`src/rtl/dsd_arb_pkg.sv`:
```
// Shared constants and state type for the round-robin arbiter slice.
// RR_ARB_HOLD_LIMIT_EN enables the hold-limit counter in rr_arbiter_4.
package dsd_arb_pkg;
  localparam int NUM_REQ    = 4;
  localparam int ID_W       = 2;
  localparam int HOLD_CNT_W = 8;

  typedef enum logic {ARB_IDLE, ARB_BUSY} arb_state_t;
endpackage

```
`src/rtl/priority_encoder_4to2.sv`:
```
// Lowest-index-wins priority encoder; idx is 0 when nothing is set.
module priority_encoder_4to2 (
  input  logic [3:0] in,
  output logic       any,
  output logic [1:0] idx
);
  always_comb begin
    idx = '0;
    any = |in;
    for (int i = 3; i >= 0; i--)
      if (in[i]) idx = 2'(i);
  end
endmodule

```
`src/rtl/rr_pick_4.sv`:
```
// Rotating-priority pick: first set req starting at ptr, wrapping 3->0.
module rr_pick_4 import dsd_arb_pkg::*; (
  input  logic [NUM_REQ-1:0] req,
  input  logic [ID_W-1:0]    ptr,
  output logic               any,
  output logic [ID_W-1:0]    win_id
);
  logic [2*NUM_REQ-1:0] dbl;
  logic [NUM_REQ-1:0]   rot;
  logic [ID_W-1:0]      rot_idx;

  // rot[i] = req[(i+ptr) mod 4], so the lowest set bit of rot is the winner
  assign dbl = {req, req};
  assign rot = dbl[ptr +: NUM_REQ];

  priority_encoder_4to2 u_pe (
    .in  (rot),
    .any (any),
    .idx (rot_idx)
  );

  assign win_id = rot_idx + ptr;
endmodule

```
`config.mk`:
```
export PLATFORM = sky130hd
export DESIGN_NAME = rr_pick_4
export DESIGN_NICKNAME = d
export VERILOG_FILES = /design/src/rtl/dsd_arb_pkg.sv /design/src/rtl/priority_encoder_4to2.sv /design/src/rtl/rr_pick_4.sv
export SDC_FILE = /design/constraint.sdc
export NUM_CORES = 1
export LEC_CHECK = 0
export BUFFER_PORTS_ARGS = -buffer_cell sky130_fd_sc_hd__buf_2
export CAP_MARGIN = 5
export CELL_PAD_IN_SITES_DETAIL_PLACEMENT = 1
export CELL_PAD_IN_SITES_GLOBAL_PLACEMENT = 2
export CORE_AREA = 2 2 39 41
export DETAILED_ROUTE_END_ITERATION = 10
export DIE_AREA = 0 0 41 43
export PLACE_DENSITY = 0.54
export SLEW_MARGIN = 20
export SYNTH_ARGS = -nofsm -noshare
export SYNTH_HDL_FRONTEND = slang
export SYNTH_SLANG_ARGS = --single-unit
export TNS_END_PERCENT = 100
```
`constraint.sdc`:
```
create_clock -name vclk -period 6.4
set_clock_uncertainty 0.1 [all_clocks]
set_input_delay 1.28 -clock vclk [all_inputs]
set_output_delay 1.28 -clock vclk [all_outputs]
set_load 0.01 [all_outputs]
```
-- Word level (Yosys, flattened, before mapping)
Cells that the tools add are included.
- bits in registers: 0
- bits of input ports: 6
- reductions and logical operators: 1
- shift operators: 1
- add/sub/neg operators: 1
- multiplexer cells: 4
- operator list (operator ; number):
    $mux W2 ; 4
    $shiftx A8 B3 Y4 ; 1
    $reduce_or A4 Y1 ; 1
    $add A2 B2 Y2 ; 1

-- Depth between registers and ports, before layout
Gate-level depths: netlist (run 1).
- word-level depth: 6
- gate-level depth with buffers: 8
- mapped depth without buffers: 7

-- By module
From an unflattened synthesis (run 1), not the netlist that was laid out.
- cells, all modules: 13
- area total of the unflattened synthesis: 172.7 sq um
- by module, submodules not included (module ; sequential area each (sq um) ; instances ; cells each ; area each (sq um)):
    rr_pick_4 ; 0.0 ; 1 ; 6 ; 137.6
    priority_encoder_4to2 ; 0.0 ; 1 ; 7 ; 35.0

-- Worst setup path after synthesis (run 1)
No wires, ideal clock.
- path type: input to output
- start point: input ptr[0]
- end point: output win_id[1]
- arrival time: 2.612 ns
- path slack: 2.408 ns
- cell stages on the path: 8
- buffers on the path: 1
- path through: buf_8 and2b_2 a221o_2 nand2_1 o221ai_1 ha_1 xnor2_1 xnor2_1
- cells in the longest elaborated chain, start to end: 6
- ends and longest elaborated chain (what ; line ; source):
    start, declared ; rr_pick_4.sv:4 ; input logic [ID_W-1:0] ptr,
    $shiftx A8 B3 Y4 ; rr_pick_4.sv:14 ; assign rot = dbl[ptr +: NUM_REQ];
    $mux W2 (4 in a row) ; priority_encoder_4to2.sv:11 ; if (in[i]) idx = 2'(i);
    $add A2 B2 Y2 (*) ; rr_pick_4.sv:22 ; assign win_id = rot_idx + ptr;
    end, declared ; rr_pick_4.sv:6 ; output logic [ID_W-1:0] win_id
Every way passes the cells marked *; elsewhere a longest branch is shown, timed or not.

-- Worst setup path after layout (run 1)
Ends and elaborated chain as after synthesis.

==> run metrics, run 1 <==
Cell Rows 14; grt total ovfl 0; critical path class in -> out; share of cells above drive strength 1 38.24%; mapped cell area 195.2 sq um; post-CTS setup buffer count 0; vias in the first global route 213; Iteration-0 DRC Markers 0; CP Data Required Time 5.02 ns; chip width 41 microns; max incr delay on CP 0.33 ns; first-pass iteration count of the detailed router 1; FF+latch area 0 sq um; multi-input logic area 171.4 sq um; hold_sp req[1]; worst slew pin tran 0.2655 ns; PortBufs 9; status finished, final reports clean; cell count after synthesis 27; post-synth top area share 9.615%; unrepaired setup endpoints after global routing false; hold endpoint any; # IOs 9; largest area contributor in the netlist nand2_1; utilization after layout 17.36%; Hold-fix buffers, CTS 0; # resized after CTS 0; Hold Path Depth 4; nets 43; P per Cell Area 74.55 mW/mm^2; Hold WC Path Type in -> out; Hold Fails Final Rpt 0; startpoint types primary input; Synth-to-Final Area Change 23.08%; P_leak 0.00009828 uW; post-synthesis sequential area ratio 0%; dpl hpwl 438.4 microns; Placeable Area 0.001384 sq mm; Max Cap Viol 0; critical path buffer and inverter count 2; crit path max fanout 10; Clock buffer cells 0; synthesized area per cell 7.229 sq um; Setup-failing EPs final 0; drt wl/cell 9.900 microns; CP Data Arrival Time 2.78 ns; cell family with most CP delay compound AO/OA/AOI/OAI gates; Yosys Warn Count 0; DR DRC count 0; largest net degree at the start of global routing 11; Antenna Cells 0; worst vdd ir 0.01433 mV; vias per cell 4.340; post-synthesis cell type count 18; setup_tns 0 ns; most common cell in the netlist nand2_1; fill count 189; share of power burned in registers 0%; synth top area cells nand2_1, o221ai_1, xnor2_1; Commonest cells post-synth nand2_1, nor2_1, o221ai_1, xnor2_1; Slew Viols, Final 0; switching part of the total 53.11%; Syn Nets 34; CP endpoint kind output pin; clock power share 0%; RD Place Congestion 0.6518; Achievable Freq 240.1 MHz; Slew Limit Headroom 82.27%; switching power 9.510 uW; combinational power share 100.0%; die area 0.001763 sq mm; Post-DRT Antenna Nets 0; initial antenna violation count 0; internal power 8.398 uW; Vias 217; final wirelength 495 microns; crit path time final 4.165 ns; Initial Utilization 14.10%; Die Y-Extent 43 microns; FFs & Latches 0; first-pass GRT wire length 917 microns; period utilization 65.08%; gr usage total 6.893%; Worst Hold Slack 2.816 ns; crit path cell chain buf_2 > and2b_2 > a221o_2 > nand2_1 > o221ai_1 > ha_1 > xnor2_1 > xnor2_1 > buf_2; CP max-delay cell a221o_2
## cell families (layout without fill, tap and decap cells)
group                      Yosys count  in the layout  share of synthesized area [%]
muxes                                2              2                          10.90
and+or+nand+nor                     13             13                          32.05
buffers and inverters                3             10                          12.17
adders and majority gates            1              1                          6.409
AOI/OAI and AO/OA                    6              6                          29.49
xor gates and xnor gates             2              2                          8.976
## worst max path at each step
stage | start | end | slack [ns] | cells past startpoint
after floorplan | ptr[0] | win_id[1] | 2.41 | 8
after global placement | ptr[0] | win_id[1] | 2.18 | 9
after detailed placement | ptr[0] | win_id[1] | 2.21 | 9
after CTS | ptr[0] | win_id[1] | 2.21 | 9
after global routing | ptr[0] | win_id[1] | 2.11 | 9
final | ptr[0] | win_id[1] | 2.24 | 9
## per-stage QoR
step | total power, uW | cell area (sq um) | std cells | setup slack, ns
after floorplan | 12.38 | 195.2 | 27 | 2.408
after global placement | 18.26 | 240.2 | 50 | 2.183
after detailed placement | 18.21 | 240.2 | 50 | 2.205
after CTS | 18.32 | 240.2 | 50 | 2.207
after global routing | 20.22 | 240.2 | 50 | 2.110
final | 17.91 | 240.2 | 50 | 2.235
## final cells by class
| cell class | instances | share of cell area (%) |
|---|---|---|
| Tap cell | 16 | 8.333 |
| Multi-Input combinational cell | 24 | 71.35 |
| Inverter | 1 | 1.563 |
| Timing Repair Buffer | 9 | 18.75 |
## power by group through the flow
stage,clock network [uW],logic (uW),registers (uW)
after floorplan,0,12.4,0
after global placement,0,18.3,0
after detailed placement,0,18.2,0
after CTS,0,18.3,0
after global routing,0,20.2,0
final,0,17.9,0
## tightest hold or removal path, delay by kind of cell
family / cells / cell delay (ns)
buf+inv: 2 / 0.25
simple gates: 2 / 0.11
## metal layers
| metal | global-route usage, % | vias to the layer above | part of all wire (%) |
|---|---|---|---|
| li1 | - | 113 | - |
| met1 | 9.810 | 100 | 43 |
| met2 | 11.88 | 4 | 52 |
| met3 | 0 | 0 | 4.2 |
| met4 | 0 | 0 | 0 |
| met5 | 0 | - | 0 |
## layout by cell type, fill, tap and decap left out, drive strengths merged
cell type,n
a221o,1
and2b,1
buf,9
ha,1
inv,1
mux2,1
mux2i,1
nand2,5
nand2b,1
nand4b,1
nor2,4
nor3,1
o211ai,1
o21ai,1
o221ai,2
o311ai,1
xnor2,2
(Power assumes the default switching activity.)
==> run 2, diff against run 1 <==
--- a/config.mk
+++ b/config.mk
@@ -5,6 +5,7 @@
 export SDC_FILE = /design/constraint.sdc
 export NUM_CORES = 1
 export LEC_CHECK = 0
+export ABC_AREA = 1
 export BUFFER_PORTS_ARGS = -buffer_cell sky130_fd_sc_hd__buf_2
 export CAP_MARGIN = 5
 export CELL_PAD_IN_SITES_DETAIL_PLACEMENT = 1
@@ -12,7 +13,7 @@
 export CORE_AREA = 2 2 39 41
 export DETAILED_ROUTE_END_ITERATION = 10
 export DIE_AREA = 0 0 41 43
-export PLACE_DENSITY = 0.54
+export PLACE_DENSITY = 0.57
 export SLEW_MARGIN = 20
 export SYNTH_ARGS = -nofsm -noshare
 export SYNTH_HDL_FRONTEND = slang
==> constraint.sdc (replaced) <==
create_clock -name vclk -period 3.9
set_clock_uncertainty 0.1 [all_clocks]
set_input_delay 0.78 -clock vclk [all_inputs]
set_output_delay 0.78 -clock vclk [all_outputs]
set_load 0.01 [all_outputs]
==> run 2 against run 1 <==
Net effect:
- combinational power rose by 72%
- synthesized cell count rose by 30%
- via count rose by 13%
- critical path depth rose by 4
- largest cell class unchanged
==> run metrics, run 2 <==
initial antenna violation count 0; most common cell in the netlist nand2_1; Setup crit start ptr[0]; chip width 41 microns; worst vdd ir 0.02331 mV; cell count after synthesis 35; DR DRC count 0; PortBufs 9; crit path cell chain buf_2 > inv_2 > nand2_1 > nand3_1 > nand2_1 > nand3_1 > a21boi_1 > ha_1 > xor2_1 > inv_1 > nand3_1 > nand2_1 > buf_2; Placeable Area 0.001384 sq mm; utilization after layout 16.46%; unrepaired setup endpoints after global routing false; mapped cell area 162.7 sq um; multi-input logic area 147.6 sq um; Tot Pwr 30.80 uW; CP Depth 13; non-filler cells, final 60; first-pass GRT wire length 876 microns; vias per cell 4.083; Hold-fix buffers, CTS 0; Antenna Cells 0; crit path time final 3.011 ns; critical path buffer and inverter count 4; Clock buffer cells 0; grt total ovfl 0; post-route cell area 227.7 sq um; CP Data Required Time 3.02 ns; setup_tns 0 ns; gr usage total 6.593%; CP max-delay cell xor2_1; Synth-to-Final Area Change 40.00%; vias in the first global route 226; first-pass iteration count of the detailed router 4; Yosys Warn Count 0; commonest non-fill, non-tap cell in the layout nand2_1; cell family with most CP delay simple AND/OR/NAND/NOR gates; Setup-failing EPs final 0; Max Cap Viol 0; CP endpoint kind output pin; synth top area cells nand2_1, nand3_1, ha_1; Hold WC Path Type in -> out; fill count 192; # resized after CTS 0; Die Y-Extent 43 microns; Vias 245; Initial Utilization 11.75%; synthesized area per cell 4.647 sq um; Commonest cells post-synth nand2_1, nand3_1, inv_1, inv_2; post-synth top area share 39.23%; RD Place Congestion 0.6845; Achievable Freq 332.1 MHz; placed cells 60; largest area contributor in the netlist nand2_1; FFs & Latches 0; max incr delay on CP 0.18 ns; share of cells above drive strength 1 25.00%; Post-DRT Antenna Nets 0; Cell Rows 14; # IOs 9; FF+latch area 0 sq um; period utilization 77.20%; post-CTS setup buffer count 0; commonest cells after routing, fill and taps aside nand2_1, nand3_1, buf_2; critical path class in -> out; Placement Cell Area 227.7 sq um; post-synthesis cell type count 7; die area 0.001763 sq mm; P_leak 0.0001394 uW; Slew Viols, Final 0; status finished, final reports clean; worst setup path end win_id[1]; Iteration-0 DRC Markers 2; worst slew pin tran 0.1657 ns; CP Data Arrival Time 2.13 ns; P per Cell Area 135.3 mW/mm^2; startpoint types primary input; Syn Nets 42; nets 53; Slew Limit Headroom 88.91%; largest net degree at the start of global routing 7; crit path max fanout 6; drt wl/cell 8.483 microns; post-synthesis sequential area ratio 0%; final wirelength 509 microns; Hold Fails Final Rpt 0; dpl hpwl 463.3 microns
[run 2: changes by cell type in the layout (fill, tap and decap cells not counted), moves of 2 or more]
cell	before	now
nand3_1	0	11
o221ai_1	2	0
nor2_1	4	0
xnor2_1	2	0
inv_2	0	2
nand2_1	5	17
[run 2: tightest hold or removal path: cells and delay by family]
kind | cells | cell delay (ns)
adders and majority gates | 1 | 0.14
buffers and inverters | 2 | 0.26
[run 2: per-stage QoR]
stage,setup WS [ns],hold WS [ns]
final,0.8890,1.858
after global routing,0.6781,1.888
after CTS,0.8288,1.870
after detailed placement,0.8332,1.870
after global placement,0.8568,1.867
after floorplan,1.283,1.611
[run 2: power by group]
group / leakage (uW) / internal, uW / total [uW] / switching [uW]
clock: 0 / 0 / 0 / 0
combinational: 0.000139 / 12.3 / 30.8 / 18.5
sequential: 0 / 0 / 0 / 0
total: 0.000139 / 12.3 / 30.8 / 18.5
[run 2: logic make-up after synthesis]
group                    Yosys count  synth area share, %
AND/OR/NAND/NOR                   28                73.07
XOR/XNOR                           1                5.386
adder cells (fa/ha/maj)            1                7.691
AO/OA/AOI/OAI                      1                4.617
buffers and inverters              4                9.234
[run 2: worst min-delay path by stage]
stage | startpoint | end | slack, ns | cells after the start
after floorplan | ptr[0] | win_id[0] | 1.61 | 1
after global placement | ptr[0] | win_id[0] | 1.87 | 3
after detailed placement | ptr[0] | win_id[0] | 1.87 | 3
after CTS | ptr[0] | win_id[0] | 1.87 | 3
after global routing | ptr[0] | win_id[0] | 1.89 | 3
final | ptr[0] | win_id[0] | 1.86 | 3
[run 2: area by class of cell]
| cell class | count | share of cell area [%] |
|---|---|---|
| Timing Repair Buffer | 9 | 19.78 |
| Inverter | 4 | 6.593 |
| Tap cell | 16 | 8.791 |
| Multi-Input combinational cell | 31 | 64.84 |
[run 2: per-layer routing]
metal  up-vias  share of wire [%]  GRT usage [%]
met4         0                  0              0
met5         -                  0              0
met2         5                 48          11.25
met1       108                 48          9.494
li1        132                  -              -
met3         0                4.1              0
